### config.mk
export PLATFORM = sky130hd
export DESIGN_NAME = byte_word_assembler
export DESIGN_NICKNAME = d
export VERILOG_FILES = /design/src/rtl/byte_word_pkg.sv /design/src/rtl/byte_word_assembler_hold.sv /design/src/rtl/byte_word_assembler.sv
export SDC_FILE = /design/constraint.sdc
export NUM_CORES = 1
export LEC_CHECK = 0
export BUFFER_PORTS_ARGS = -buffer_cell sky130_fd_sc_hd__buf_2
export CAP_MARGIN = 20
export CORE_ASPECT_RATIO = 0.6
export CORE_MARGIN = 2
export CORE_UTILIZATION = 56
export DETAILED_ROUTE_END_ITERATION = 8
export PLACE_DENSITY_LB_ADDON = 0.05
export SLEW_MARGIN = 20
export SYNTH_ARGS = -nofsm -noshare
export SYNTH_HDL_FRONTEND = slang
export SYNTH_HIERARCHICAL = 1
export SYNTH_SLANG_ARGS = --single-unit
### constraint.sdc
create_clock -name clk -period 2.5 [get_ports clk]
set_input_delay 0.75 -clock clk [delete_from_list [all_inputs] [get_ports clk]]
set_output_delay 0.75 -clock clk [all_outputs]
set_load 0.005 [all_outputs]
### src/rtl/byte_word_pkg.sv
// Shared types and lane-placement helper for the byte-to-word assembler.
package byte_word_pkg;

  typedef logic [7:0] byte_t;

  typedef enum logic {
    LITTLE = 1'b0,
    BIG    = 1'b1
  } endian_e;

  typedef enum logic {
    S_EMPTY = 1'b0,
    S_HOLD  = 1'b1
  } hold_state_e;

  // Lane that the k-th byte of an n-byte word occupies.
  function automatic int lane_idx(input int k, input int n, input endian_e big);
    return (big == BIG) ? (n - 1 - k) : k;
  endfunction

endpackage

### src/rtl/byte_word_assembler_hold.sv
// Output holding register: keeps a closed word stable until the consumer takes it.
module word_hold_reg
  import byte_word_pkg::*;
#(
  parameter int W = 8
) (
  input  logic         clk,
  input  logic         reset_l,
  input  logic         load,
  input  logic [W-1:0] load_data,
  output logic         in_ready,
  output logic         out_valid,
  input  logic         out_ready,
  output logic [W-1:0] out_payload
);

  hold_state_e state;

  // A load may coincide with the drain of the previous word; the load wins.
  always_ff @(posedge clk) begin
    if (!reset_l) begin
      state       <= S_EMPTY;
      out_payload <= '0;
    end else if (load) begin
      state       <= S_HOLD;
      out_payload <= load_data;
    end else if (state == S_HOLD && out_ready) begin
      state <= S_EMPTY;
    end
  end

  assign out_valid = (state == S_HOLD);
  assign in_ready  = !out_valid || out_ready;

endmodule

### src/rtl/byte_word_assembler.sv
// Reassembles a byte stream into WORD_BYTES-wide words, little- or big-endian.
module byte_word_assembler
  import byte_word_pkg::*;
#(
  parameter int WORD_BYTES = 4,
  parameter int BIG_ENDIAN = 0,
  parameter int CNT_W      = $clog2(WORD_BYTES + 1)
) (
  input  logic                    clk,
  input  logic                    reset_l,
  input  logic                    in_valid,
  output logic                    in_ready,
  input  byte_t                   in_data,
  input  logic                    in_last,
  output logic                    out_valid,
  input  logic                    out_ready,
  output logic [8*WORD_BYTES-1:0] out_data,
  output logic [CNT_W-1:0]        out_bytes,
  output logic                    out_short
);

  localparam int      DATA_W = 8 * WORD_BYTES;
  localparam int      PAY_W  = 1 + CNT_W + DATA_W;
  localparam endian_e ENDIAN = (BIG_ENDIAN != 0) ? BIG : LITTLE;

  logic [DATA_W-1:0] acc;
  logic [DATA_W-1:0] merged;
  logic [CNT_W-1:0]  cnt;
  logic [CNT_W-1:0]  next_cnt;
  logic              in_xfer;
  logic              full;
  logic              closing;
  logic              short_word;
  logic [PAY_W-1:0]  payload;

  // A transfer on either side happens on a posedge where valid and ready are both high;
  // in_ready depends only on the output stage, never on in_valid.
  assign in_xfer    = in_valid && in_ready;
  assign next_cnt   = cnt + CNT_W'(1);
  assign full       = (next_cnt == CNT_W'(WORD_BYTES));
  assign closing    = in_xfer && (full || in_last);
  assign short_word = in_last && !full;

  always_comb begin
    merged = acc;
    for (int l = 0; l < WORD_BYTES; l++) begin
      if (l == lane_idx(int'(cnt), WORD_BYTES, ENDIAN)) begin
        merged[8*l +: 8] = in_data;
      end
    end
  end

  always_ff @(posedge clk) begin
    if (!reset_l) begin
      acc <= '0;
      cnt <= '0;
    end else if (in_xfer) begin
      if (full || in_last) begin
        acc <= '0;
        cnt <= '0;
      end else begin
        acc <= merged;
        cnt <= next_cnt;
      end
    end
  end

  word_hold_reg #(
    .W(PAY_W)
  ) u_hold (
    .clk        (clk),
    .reset_l    (reset_l),
    .load       (closing),
    .load_data  ({short_word, next_cnt, merged}),
    .in_ready   (in_ready),
    .out_valid  (out_valid),
    .out_ready  (out_ready),
    .out_payload(payload)
  );

  assign {out_short, out_bytes, out_data} = payload;

endmodule

==> results of run 1 <==
## worst max-delay path: stages, from the launching register on
cell and delay (ns):
dfxtp_1 0.39, inv_1 0.11, ha_1 0.21, nand2b_1 0.52
mux2_2 0.40, mux2i_1 0.16, nor2b_1 0.07
## worst max path at each step
stage                                                to  slack, ns  depth (start not counted)
finish               u_hold/out_payload[6]$_SDFFE_PN0P_       0.51                          6
global route         u_hold/out_payload[7]$_SDFFE_PN0P_       0.39                          6
CTS                                            in_ready       0.53                          3
detailed placement  u_hold/out_payload[26]$_SDFFE_PN0P_       0.37                          7
global placement    u_hold/out_payload[14]$_SDFFE_PN0P_       0.49                          7
floorplan           u_hold/out_payload[10]$_SDFFE_PN0P_       0.55                          7
## through the flow
step | total power [W] | hold WS [ns] | cell area, um2
after global placement | 0.00142 | 0.438 | 3440
final | 0.00252 | 0.460 | 3680
after CTS | 0.00254 | 0.464 | 3680
after floorplan | 0.00136 | 0.426 | 3170
after detailed placement | 0.00143 | 0.442 | 3440
after global routing | 0.00262 | 0.483 | 3680
## sequential cells by signal (all words and copies together), names as in the netlist
signal	flops
acc	32
u_hold/out_payload	36
cnt	3
u_hold/out_valid	1
## per-layer routing
| layer | GRT usage, % | share of wire, % |
|---|---|---|
| met5 | 0 | 0 |
| met4 | 5.24 | 1.2 |
| met3 | 8.22 | 5.6 |
| met2 | 34.3 | 44 |
| met1 | 32.6 | 49 |
## placed cells by master, fill, tap and decap left out, drive strengths merged, types with 9 or more instances in the layout
cell / n
mux2: 32
buf: 59
nand2: 34
and2: 9
clkbuf: 9
dfxtp: 72
mux2i: 36
nor2b: 37
o32ai: 24
## power by group through the flow
| stage | Combinational, W | Sequential [W] | Clock [W] |
|---|---|---|---|
| after global routing | 0.000241 | 0.00118 | 0.00120 |
| final | 0.000221 | 0.00118 | 0.00112 |
| after detailed placement | 0.000220 | 0.00121 | 0 |
| after CTS | 0.000221 | 0.00118 | 0.00114 |
| after floorplan | 0.000159 | 0.00121 | 0 |
| after global placement | 0.000218 | 0.00121 | 0 |
## cell type report
type                    instances  area [um2]
clock inverters                 7         120
inverters                       5        18.8
clock buffers                   9         124
repair buffers                 59         343
fillers                       455        1840
well taps                      69        86.3
multi-input cells             195        1550
flip-flops and latches         72        1440
## logic make-up after synthesis
group / Yosys count
AND/OR/NAND/NOR: 89
multiplexers: 68
AO/OA/AOI/OAI: 33
buffers and inverters: 26
adder cells (fa/ha/maj): 5
flip-flops: 72
==> impl_results.md, run 1 <==
* Congestion Overflow GR at 0
* HP Start: acc[26]$_SDFFE_PN0P_
* Die area at around 6300 um2
* Die height at about 62 um
* Most frequent cell after synthesis: dfxtp_1
* Skew-Pair Late Insertion Delay at between 0.3 and 0.4 ns
* Final non-filler cell total at roughly 420
* Post-synth EDFFs at 0
* Synth cell types at 24
* Max Slew Vio Count at 0
* R2R depth at 6
* Leak at 1.50 nW
* Fin crit period at 1.99 ns
* Post-CTS Setup Inserts at 0
* DRT iter0 DRCs at roughly 130
* Largest net degree at the start of global routing at 31
* Max-slew headroom at approximately half
* Syn Nets at just over 300
* Critical R2R Launch: cnt[0]$_SDFFE_PN0P_
* Post-synthesis compound-gate area fraction at 8.84%
* Clk sink count at between 70 and 80
* Simple-gate area share of the yosys netlist at approximately 15%
* Root Buffer: clkbuf_8
* Startpoint types: flip-flop
* Area Growth Syn to Fin at 16.1%
* Crit path DAT at approximately 2.2 ns
* Power share of the combinational group at slightly below 9%
* Sw Share at a little under a quarter
* Num ports at 51
* H-tree levels at 3
* Total number of vias at approximately 2300
* Hold buffers post-CTS at 0
* Slew @ Worst Pin at approximately 0.73 ns
* Core area at between 5000 and 6000 um2
* Main flop type after synthesis: dfxtp_1
* Total wire length at 6690 um
* Sequential share of power at 46.8%
* Setup tns final at 0 ns
* Maxcap violations at 0
* Layout cell share with drive strength beyond 1 at between 30 and 40%
* CP startpoint: cnt[0]$_SDFFE_PN0P_
* Sequential area share after synthesis at between 40% and 50%
* Layout Utilization at around 67%
* Dpl hpwl at ~4500 um
* Vias in the first global route at ~2300
* Worst-path clk slew at ~0.080 ns
* Deepest clock path buffer count at 2
* Port buffer count at 50
* Psw at between 0.0005 and 0.0006 W
* Post-Place Worst Slack at ~0.37 ns
* Die X at just over 100 um
* Final number of setup-violating endpoints at 0
* Synth Area in XOR/XNOR at 0%
* Largest family of logic cells by synthesized area: multiplexers
* Internal power at ~0.0019 W
* Gpl congestion at roughly 0.77
* Endpoint class of the critical path: flip-flop
* Status: finished clean
* Vias/cell at between 5 and 6
* Final antenna-violating net count at 0
* R2R setup slack at just over 0.5 ns
* Ratio of final minimum period to clock period at 79.6%
* Initial core utilization at around 57%
* First-pass GRT wire length at around 11000 um
* Pwr/cell area at 684 nW/um2
* Reg-to-reg critical path endpoint: u_hold/out_payload[6]$_SDFFE_PN0P_
* Yosys Warn Count at 6
* Initial antenna violation count at 0
* Final hold violation count at 0
* Drt wl/cell at 16.1 um
* Hold Path Depth at 1
* Tot GR Track Use at about 23%
* Post-synth top area share at between 40% and 50%
* WS Path Type: reg2reg
* Clock Power Share at between 40% and 50%
* Crit path setup slack, layout at 0.510 ns
* Avg Cell Area, Syn at about 11 um2
* Worst Skew at between 0.006 and 0.007 ns
* DRC at 0
* CP required at ~2.7 ns
* Syn Inst Count at between 200 and 300
* FF+latch count, synth at 72
* Worst hold-check path type: reg2reg
* CTS Buf Count at 9
* Synth top cells by count: dfxtp_1 (72), nor2b_1 (37), mux2i_1 (36)
* CTS tree: done
* Synthesized-area fraction occupied by adder cells at just under 2%
* RSZ-0062 raised after global routing: no
* Post-synth top area cell: dfxtp_1
* Hold EP: acc[26]$_SDFFE_PN0P_
* Mapped Area at 3170 um2
* Post-synthesis mux area share at between 20% and 30%
* Dpl cells at 400
* Fmax at roughly 0.5 GHz
* Cts repair resizes at 0
* DR pass1 iterations at 4
* Max rail drop VDD at approximately 0.00038 V
* Diode count at 0
* CP max FO at 17
* Row count at 21
* Asr flop ratio synth at 0%
* Area contributors post-synth: dfxtp_1 (45%), mux2i_1 (11%), mux2_2 (11%), nor2b_1 (7.3%), o32ai_1 (6.6%)
* Nets at between 300 and 400
Power figures use the tool's default switching activity.
==> run 2, diff against run 1 <==
--- a/config.mk
+++ b/config.mk
@@ -9,7 +9,7 @@
 export CAP_MARGIN = 20
 export CORE_ASPECT_RATIO = 0.6
 export CORE_MARGIN = 2
-export CORE_UTILIZATION = 56
+export CORE_UTILIZATION = 50
 export DETAILED_ROUTE_END_ITERATION = 8
 export PLACE_DENSITY_LB_ADDON = 0.05
 export SLEW_MARGIN = 20
==> constraint.sdc (replaced) <==
create_clock -name clk -period 1.7 [get_ports clk]
set_input_delay 0.51 -clock clk [delete_from_list [all_inputs] [get_ports clk]]
set_output_delay 0.51 -clock clk [all_outputs]
set_load 0.005 [all_outputs]
==> impl_results.md, run 2 (same netlist as run 1, synthesis figures left out) <==
* Status: finished clean (unchanged)
* H-tree levels at 3 (unchanged)
* Layout Utilization at 62.8% (was 66.7%)
* Port buffer count at 50 (unchanged)
* Die area at 7010 um2 (was 6300 um2)
* Setup tns final at 0 ns (unchanged)
* Worst hold-check path type: reg2reg (unchanged)
* Ratio of final minimum period to clock period at 94.2%
* Initial core utilization at 51.9% (was 57.4%)
* Max rail drop VDD at 0.000418 V (was 0.000379 V)
* Biggest registers after layout: u_hold/out_payload: 36 flops, acc: 32 flops, cnt: 3 flops (unchanged)
* Pwr/cell area at 941 nW/um2 (was 684 nW/um2)
* Multi-input logic area at 1550 um2 (about the same)
* Vias/cell at 5.25 (was 5.47)
* Die height at 65.7 um (was 62.3 um)
* Reg area at 1440 um2 (about the same)
* Die X at 107 um (was 101 um)
* Tot GR Track Use at 21.2% (was 23.2%)
* Final antenna-violating net count at 0 (unchanged)
* RSZ-0062 raised after global routing: no (unchanged)
* CTS Buf Count at 9 (unchanged)
* Fmax at between 0.6 and 0.7 GHz
* Overall Power at 0.00361 W (was 0.00252 W)
* Crit-path max cell delay at 0.20 ns (was 0.52 ns)
* Clk sink count at 72 (unchanged)
* CP required at 1.19 ns (was 2.73 ns)
* DR pass1 iterations at 4 (unchanged)
* DRT iter0 DRCs at 142 (was 133)
* Worst-path clk slew at 0.07 ns (was 0.08 ns)
* Max-slew headroom at 74.1% (was 51.4%)
* Drt wl/cell at 15.5 um (was 16.1 um)
* Core area at 6110 um2 (was 5520 um2)
* CTS tree: done (unchanged)
* Endpoint class of the critical path: output pin (was flip-flop)
* DRC at 0 (unchanged)
* Row count at 22 (was 21)
* Startpoint types: input port (was flip-flop)
* Diode count at 0 (unchanged)
* Final number of setup-violating endpoints at 0 (unchanged)
* Nets at 372 (was 360)
* Vias in the first global route at 2170 (was 2285)
* Slowest CP cell: nand2b_1 (unchanged)
* Congestion Overflow GR at 0 (unchanged)
* Slew @ Worst Pin at 0.388 ns (was 0.729 ns)
* Post-CTS Setup Inserts at 0 (unchanged)
* Dpl hpwl at 4780 um (was 4520 um)
* # fillers at 529 (was 455)
* Crit-path cells: buf_2 -> nand2b_1 -> buf_4 -> buf_2 (was inv_1 -> ha_1 -> nand2b_1 -> mux2_2 -> mux2i_1 -> nor2b_1)
* CP max FO at 4 (was 17)
* Crit path DAT at 1.09 ns (was 2.22 ns)
* Worst Skew at 0.00880 ns (was 0.00608 ns)
* Area Growth Syn to Fin at 21.1% (was 16.1%)
* Leak at 1.57 nW (was 1.50 nW)
* Largest net degree at the start of global routing at 27 (was 31)
* Deepest clock path buffer count at 2 (unchanged)
* Final hold violation count at 0 (unchanged)
* Most common cell on crit path: buf_2
* Max Slew Vio Count at 0 (unchanged)
* Root Buffer: clkbuf_8 (unchanged)
* First-pass GRT wire length at 11300 um (was 11400 um)
* Most common cell after layout, fill and taps aside: dfxtp_1 (unchanged)
* Hold buffers post-CTS at 0 (unchanged)
* Commonest non-fill, non-tap cells in the layout: dfxtp_1 (70), buf_2 (50), nor2b_1 (37) (was dfxtp_1 (72), buf_2 (50), nor2b_1 (37))
* Fin crit period at 1.60 ns
* Maxcap violations at 0 (unchanged)
* Largest Register: u_hold/out_payload (unchanged)
* Total number of vias at 2326 (was 2277)
* Initial antenna violation count at 0 (unchanged)
* Largest register FFs at 36 (unchanged)
* Gpl congestion at 0.783 (was 0.765)
* Skew-Pair Late Insertion Delay at 0.35 ns (was 0.34 ns)
* WS Path Type: in2out (was reg2reg)
* Total wire length at 6870 um (was 6690 um)
* Num ports at 51 (unchanged)
* Layout cell share with drive strength beyond 1 at 35.4% (was 32.3%)
-- run 2: cell count changes in the layout (fill, tap and decap cells not counted), moves of 2 or more --
cell	before	now
buf_12	2	7
buf_4	7	14
clkinv_4	2	0
dfxtp_1	72	70
dfxtp_2	0	2
-- run 2: cell type report --
| type | instances | share of cell area [%] |
|---|---|---|
| Tap cell | 84 | 2.74 |
| Clock buffer | 11 | 3.68 |
| Inverter | 5 | 0.489 |
| Multi-Input combinational cell | 195 | 40.5 |
| Sequential cell | 72 | 37.6 |
| Timing Repair Buffer | 71 | 12.9 |
| Clock inverter | 5 | 2.09 |
-- run 2: final timing paths --
| path | endpoint | from | cells past startpoint | slack [ns] |
|---|---|---|---|---|
| max | in_ready | out_ready | 4 | 0.1 |
| min | acc[30]$_SDFFE_PN0P_ | acc[30]$_SDFFE_PN0P_ | 1 | 0.46 |
| max reg2reg | u_hold/out_payload[17]$_SDFFE_PN0P_ | cnt[0]$_SDFFE_PN0P_ | 7 | 0.1 |
| min reg2reg | acc[30]$_SDFFE_PN0P_ | acc[30]$_SDFFE_PN0P_ | 1 | 0.46 |
-- run 2: through the flow --
stage / area [um2] / cells / setup WS, ns / hold WS [ns]
after floorplan: 3170 / 293 / 0.0275 / 0.426
after global placement: 3610 / 427 / 0.0299 / 0.442
after detailed placement: 3610 / 427 / 0.00873 / 0.441
after CTS: 3830 / 443 / 0.0333 / 0.462
after global routing: 3840 / 443 / 0.0274 / 0.475
final: 3840 / 443 / 0.0993 / 0.459
-- run 2: worst max-delay path, delay by kind of cell --
family        cells  cell delay, ns
buf+inv           3            0.38
simple gates      1            0.20
-- run 2: per-layer routing --
layer	wire, um	GRT usage, %	vias to the layer above
met3	378	7.54	14
met2	2840	30.4	67
li1	-	-	1154
met1	3530	30.2	1091
met4	123	5.68	0
met5	0	0	-
-- run 2: where the power goes --
part / internal [W] / switching (W) / total, W
combinational: 0.000177 / 0.000195 / 0.000372
sequential: 0.00172 / 0.0000158 / 0.00173
clock: 0.000864 / 0.000643 / 0.00151
-- run 2: repair_timing --
| item | CTS | global route |
|---|---|---|
| hold endpoints to repair | 0 | 0 |
| setup endpoints to repair | 0 | 24 |
| resized for setup | 0 | 3 |
